$ cat config.mk
export PLATFORM = sky130hd
export DESIGN_NAME = led_seq_ctrl
export DESIGN_NICKNAME = d
export VERILOG_FILES = /design/src/rtl/led_seq_pkg.sv /design/src/rtl/led_seq_prescaler.sv /design/src/rtl/led_seq_ctrl.sv
export SDC_FILE = /design/constraint.sdc
export NUM_CORES = 1
export LEC_CHECK = 0
export ABC_CLOCK_PERIOD_IN_PS = 5900
export CAP_MARGIN = 20
export CORE_MARGIN = 1.5
export CORE_UTILIZATION = 55
export CTS_CLUSTER_DIAMETER = 150
export DETAILED_ROUTE_END_ITERATION = 10
export GPL_TIMING_DRIVEN = 0
export PLACE_DENSITY = 0.79
export SKIP_LAST_GASP = 1
export SLEW_MARGIN = 10
export SYNTH_ARGS = -nofsm -noshare
export SYNTH_HDL_FRONTEND = slang
export SYNTH_SLANG_ARGS = --single-unit
export TNS_END_PERCENT = 1
$ cat constraint.sdc
create_clock -name clock -period 5.9 [get_ports clock]
set_input_delay 0.885 -clock clock [delete_from_list [all_inputs] [get_ports clock]]
set_output_delay 0.885 -clock clock [all_outputs]
set_load 0.005 [all_outputs]
$ cat src/rtl/led_seq_pkg.sv
// Shared encodings for the LED sequencer: modes, FSM states and ping-pong direction.
package led_seq_pkg;

  typedef enum logic [1:0] {
    MODE_FLASH    = 2'd0,
    MODE_SHIFT_L  = 2'd1,
    MODE_SHIFT_R  = 2'd2,
    MODE_PINGPONG = 2'd3
  } mode_e;

  typedef enum logic {
    ST_IDLE = 1'b0,
    ST_RUN  = 1'b1
  } state_e;

  typedef enum logic {
    DIR_LEFT  = 1'b0,
    DIR_RIGHT = 1'b1
  } dir_e;

  // Headroom bits so CNT_BASE << 3 never overflows the limit.
  localparam int LIM_EXTRA_W = 3;

endpackage

$ cat src/rtl/led_seq_prescaler.sv
// Step prescaler: counts while running, wraps on count >= limit-1, registers the tick.
// o_fire is the tick about to be registered, so the pattern can update on the same edge.
module led_seq_prescaler
  import led_seq_pkg::*;
#(
  parameter int          NB_COUNT = 32,
  parameter int unsigned CNT_BASE = 32'd50000000
) (
  input  logic       clock,
  input  logic       i_reset,
  input  logic       i_run,
  input  logic       i_force,
  input  logic [1:0] i_speed_sel,
  output logic       o_fire,
  output logic       o_tick
);

  localparam int                LIM_W    = NB_COUNT + LIM_EXTRA_W;
  localparam logic [LIM_W-1:0]  BASE_EXT = LIM_W'(CNT_BASE);
  localparam logic [LIM_W-1:0]  LIM_ONE  = {{(LIM_W-1){1'b0}}, 1'b1};
  localparam logic [NB_COUNT-1:0] CNT_ONE = {{(NB_COUNT-1){1'b0}}, 1'b1};

  logic [NB_COUNT-1:0] count_q, count_d;
  logic                tick_q, tick_d;
  logic [LIM_W-1:0]    limit_s;
  logic [LIM_W-1:0]    last_s;
  logic                wrap_s;

  // Period compare and next counter/tick values.
  always_comb begin
    limit_s = BASE_EXT << i_speed_sel;
    last_s  = limit_s - LIM_ONE;
    wrap_s  = ({{LIM_EXTRA_W{1'b0}}, count_q} >= last_s);
    count_d = '0;
    tick_d  = 1'b0;
    if (i_run) begin
      if (wrap_s) begin
        count_d = '0;
        tick_d  = 1'b1;
      end else begin
        count_d = count_q + CNT_ONE;
        tick_d  = 1'b0;
      end
    end else begin
      // Paused: counter parks at zero so a re-enable restarts a full period.
      count_d = '0;
      tick_d  = i_force;
    end
  end

  // Counter and tick registers.
  always_ff @(posedge clock) begin
    if (i_reset) begin
      count_q <= '0;
      tick_q  <= 1'b0;
    end else begin
      count_q <= count_d;
      tick_q  <= tick_d;
    end
  end

  assign o_fire = tick_d;
  assign o_tick = tick_q;

endmodule

$ cat src/rtl/led_seq_ctrl.sv
// LED bank sequencer: run/pause FSM, prescaled step ticks and the pattern/mode engine.
// Optional single-step input i_step is enabled by defining LED_SEQ_STEP_EN.
module led_seq_ctrl
  import led_seq_pkg::*;
#(
  parameter int          NB_LEDS  = 4,
  parameter int          NB_COUNT = 32,
  parameter int unsigned CNT_BASE = 32'd50000000
) (
  input  logic               clock,
  input  logic               i_reset,
  input  logic               i_enable,
  input  logic [1:0]         i_speed_sel,
  input  logic [1:0]         i_mode,
`ifdef LED_SEQ_STEP_EN
  input  logic               i_step,
`endif
  output logic [NB_LEDS-1:0] o_led,
  output logic               o_tick,
  output logic [1:0]         o_mode
);

  localparam logic [NB_LEDS-1:0] LED_ONES = {NB_LEDS{1'b1}};
  localparam logic [NB_LEDS-1:0] LED_LSB  = {{(NB_LEDS-1){1'b0}}, 1'b1};
  localparam logic [NB_LEDS-1:0] LED_MSB  = {1'b1, {(NB_LEDS-1){1'b0}}};

  state_e              state_q, state_d;
  mode_e               mode_q, mode_d;
  dir_e                dir_q, dir_d;
  logic [NB_LEDS-1:0]  led_q, led_d;
  mode_e               req_mode_s;
  logic                run_s;
  logic                step_s;
  logic                fire_s;
  logic                tick_s;

  // Gating with i_enable means a falling enable on the wrap edge suppresses that tick.
  assign run_s = (state_q == ST_RUN) && i_enable;

`ifdef LED_SEQ_STEP_EN
  assign step_s = (state_q == ST_IDLE) && i_step;
`else
  assign step_s = 1'b0;
`endif

  led_seq_prescaler #(
    .NB_COUNT (NB_COUNT),
    .CNT_BASE (CNT_BASE)
  ) u_prescaler (
    .clock       (clock),
    .i_reset     (i_reset),
    .i_run       (run_s),
    .i_force     (step_s),
    .i_speed_sel (i_speed_sel),
    .o_fire      (fire_s),
    .o_tick      (tick_s)
  );

  // Run/pause state transitions.
  always_comb begin
    state_d = state_q;
    case (state_q)
      ST_IDLE: begin
        if (i_enable) state_d = ST_RUN;
        else          state_d = ST_IDLE;
      end
      ST_RUN: begin
        if (i_enable) state_d = ST_RUN;
        else          state_d = ST_IDLE;
      end
      default: state_d = ST_IDLE;
    endcase
  end

  // Pattern engine: on a tick either load the requested mode's seed or advance one step.
  always_comb begin
    led_d      = led_q;
    mode_d     = mode_q;
    dir_d      = dir_q;
    req_mode_s = mode_e'(i_mode);
    if (fire_s) begin
      if (req_mode_s != mode_q) begin
        mode_d = req_mode_s;
        case (req_mode_s)
          MODE_FLASH:    led_d = LED_ONES;
          MODE_SHIFT_L:  led_d = LED_LSB;
          MODE_SHIFT_R:  led_d = LED_MSB;
          MODE_PINGPONG: begin
            led_d = LED_LSB;
            dir_d = DIR_LEFT;
          end
          default: begin
            led_d  = LED_ONES;
            mode_d = MODE_FLASH;
          end
        endcase
      end else begin
        case (mode_q)
          MODE_FLASH:   led_d = ~led_q;
          MODE_SHIFT_L: led_d = {led_q[NB_LEDS-2:0], led_q[NB_LEDS-1]};
          MODE_SHIFT_R: led_d = {led_q[0], led_q[NB_LEDS-1:1]};
          MODE_PINGPONG: begin
            // Turn around on the edge the lit bit lands on an end, so the end shows once.
            if (dir_q == DIR_LEFT) begin
              led_d = {led_q[NB_LEDS-2:0], 1'b0};
              if (led_d[NB_LEDS-1]) dir_d = DIR_RIGHT;
              else                  dir_d = DIR_LEFT;
            end else begin
              led_d = {1'b0, led_q[NB_LEDS-1:1]};
              if (led_d[0]) dir_d = DIR_LEFT;
              else          dir_d = DIR_RIGHT;
            end
          end
          default: begin
            led_d  = LED_ONES;
            mode_d = MODE_FLASH;
          end
        endcase
      end
    end else begin
      led_d  = led_q;
      mode_d = mode_q;
      dir_d  = dir_q;
    end
  end

  // State, pattern, mode and direction registers.
  always_ff @(posedge clock) begin
    if (i_reset) begin
      state_q <= ST_IDLE;
      led_q   <= LED_ONES;
      mode_q  <= MODE_FLASH;
      dir_q   <= DIR_LEFT;
    end else begin
      state_q <= state_d;
      led_q   <= led_d;
      mode_q  <= mode_d;
      dir_q   <= dir_d;
    end
  end

  assign o_led  = led_q;
  assign o_mode = mode_q;
  assign o_tick = tick_s;

endmodule

==> flow_summary.toml <==
[floorplanning]
die-area_um2 = 5068
start_util_pct = 57.94
die_x_um = 71.19
core_um2 = 4414
ios = 14
rows = 24
die_h_um = 71.19

[final_layout]
n_antenna_cell = 0
multi_input_area_um2 = 1629
regArea_um2 = 820.8
area_growth_pct = 11.06
drive_gt1_share_pct = 12.35
nets = 360
fillers = 400

[yosys]
yosys_warnings = 0
netlist_area_um2 = 2557
synth_area_leader_cell = "dfxtp_1"
synth_edf_count = 0
avgSynthCellArea_um2 = 8.303
netlist_top_cells_area = "dfxtp_1, ha_1, xor2_1"
synth_seq_cells = 41
synth_most_common_cell = "nor2_1"
ys.flop_type = "dfxtp_1"
synthArstFlopShare_pct = 0
yosysTopAreaCellShare_pct = 32.09
ys_types = 45
synth_common_cells = "nor2_1, dfxtp_1, nand2_1"
yosysSeqAreaShare_pct = 32.09
syn_inst = 308

[drt]
drtIter0Drc = 119
antenna_left = 0
vias = 2104
drc = 0
drt_pass1_iterations = 4
routed_wire_length_per_instance_um = 12.36
viasPerCell = 5.479
wirelength_um = 4748

[setup_path]
critPathTopFamily = "buffers and inverters"
crit_required_ns = 6.09
crit_chain = "clkdlybuf4s50_1 -> inv_1 -> nor2_1 -> inv_1 -> ha_1 -> nand4b_1 -> nor3_1 -> o211ai_1 -> a41oi_1 -> o31ai_2 -> a21oi_2 -> buf_6 -> mux2i_1 -> nand2_1"
slowest_delay_ns = 0.59
cp_slowest_cell = "clkdlybuf4s50_1"
critPathMaxFanout = 10
worstPathArrival_ns = 3.80
endpoint_kind = "flip-flop"
start_kind = "input port"
criticalPathCategory = "input port to flip-flop"
r2r_setup_slack_ns = 3.54
critPathBufInv = 4
path_common_cell = "inv_1"

[clocking]
cts_root_buf = "clkbuf_8"
cts_resized = 0
worstSkewPairLatency_ns = 0.30
cts_tree = "yes"
numCtsBuffers = 5
numClockSinks = 41
postCtsHoldBufs = 0
clkTransAtPathRegs_ns = 0.07
cts_htree_levels = 2
cts_setup_buffers = 0
ctsLongestPathBuffers = 2

[sta]
report.final.slew_viol_count = 0
rsz0062_at_grt = "no"
fmax_ghz = 0.2765
finalHoldViolCount = 0
fin_crit_ns = 3.616
min_period_over_period_pct = 61.29
final.setup_skew_ns = 0.005080
hold_ws_ns = 0.4630
setup_viol = 0
tns_ns = 0

[global_route]
first_global_vias = 2037
grt_max_degree = 13
gr-total-overflow = 0
grt_pass1_wl_um = 8397
antenna_found_initial = 0
grt_usage_pct = 20.41

[placement]
port_buffers = 12
dpl.hpwl_um = 3619
gp_routability_congestion = 0.8350

[pwr]
power_density_nw_per_um2 = 171.4
p_leak_nw = 1.079
ir_worst_vdd_uv = 156.9

[run]
maxCapViolations = 0

[min_path]
hold_class = "flip-flop to flip-flop"

[outcome]
status = "finished, final reports clean"
## through the flow
step | utilization [%] | cells | power, mW | worst slack [ns] | area (µm²)
finish | 64.34 | 384 | 0.4867 | 2.284 | 2840
global route | 64.34 | 384 | 0.5063 | 2.066 | 2840
CTS | 64.34 | 384 | 0.4907 | 2.298 | 2840
detailed placement | 62.47 | 376 | 0.3134 | 1.980 | 2758
global placement | 62.47 | 376 | 0.3127 | 1.990 | 2758
floorplan | - | 312 | 0.3038 | 2.898 | 2572
## state kept, by name, summed over array words and instances, names as in the netlist
register and cells:
u_prescaler.count_q 32, o_led 4, dir_q 1, u_prescaler.o_tick 1, state_q 1, o_mode 2
## metal layers
metal / routed length (µm) / GRT usage, % / share of wire, % / up-vias
met4: 89 / 8.595 / 1.9 / 0
met3: 144 / 4.558 / 3.0 / 8
li1: - / - / - / 1088
met5: 0 / 0 / 0 / -
met2: 2250 / 34.88 / 47 / 30
met1: 2263 / 24.58 / 48 / 978
## cell usage in the layout (no fill, tap or decap), drive strengths merged, types with 2 or more instances in the layout
cell,synthesis,final
and3,10,10
dfxtp,41,41
ha,22,22
a21oi,16,16
clkbuf,4,10
o211ai,3,3
clkinv,0,2
xor2,21,21
a21o,3,3
a31oi,2,2
o21ai,11,11
inv,10,10
nor2,63,63
clkdlybuf4s50,0,12
conb,2,6
nand2,31,31
buf,5,5
nor2b,4,4
nor3,2,2
nand3,20,20
xnor2,10,10
nand4,6,6
mux2i,4,4
## worst reg2reg max path: cells and delay by family, from the launching register on
family	cells	cell delay, ns
compound gates	6	1.21
mux	1	0.15
flops	1	0.39
simple gates	1	0.07
fa+ha+maj	1	0.27
buf+inv	1	0.15
## logic make-up (layout without fill, tap and decap cells)
group                      after synthesis  count (layout)  share of synthesized area, %
AOI/OAI and AO/OA                       45              45                         11.69
and+or+nand+nor                        142             142                         27.74
xor gates and xnor gates                31              31                         10.62
DFF                                     41              41                         32.09
buffers and inverters                   20              40                         4.795
other                                    2               6                        0.2937
adders and majority gates               23              23                         11.20
muxes                                    4               4                         1.566
## cell type report
type / count / share of cell area, %
multi-input cells: 251 / 57.36
clock buffers: 6 / 2.555
repair buffers: 12 / 4.229
flip-flops and latches: 41 / 28.90
plain buffers: 10 / 2.996
inverters: 10 / 1.322
clock inverters: 2 / 0.3524
well taps: 52 / 2.291
## where the power goes
part           leakage, nW  internal (mW)  switching (mW)
Sequential           0.331          0.277        0.000289
Combinational        0.703         0.0126          0.0173
Clock               0.0450         0.0820          0.0975
Total                 1.08          0.372           0.115
## worst paths after layout
| check | endpoint | cells past startpoint | start |
|---|---|---|---|
| min reg2reg | u_prescaler.count_q[0]$_SDFF_PP0_ | 1 | u_prescaler.count_q[0]$_SDFF_PP0_ |
| max | o_led[0]$_SDFFE_PP1P_ | 14 | i_speed_sel[1] |
| min | u_prescaler.count_q[0]$_SDFF_PP0_ | 1 | u_prescaler.count_q[0]$_SDFF_PP0_ |
| max reg2reg | o_led[0]$_SDFFE_PP1P_ | 10 | u_prescaler.count_q[8]$_SDFF_PP0_ |
No activity file was read; power rests on OpenSTA's default activity.
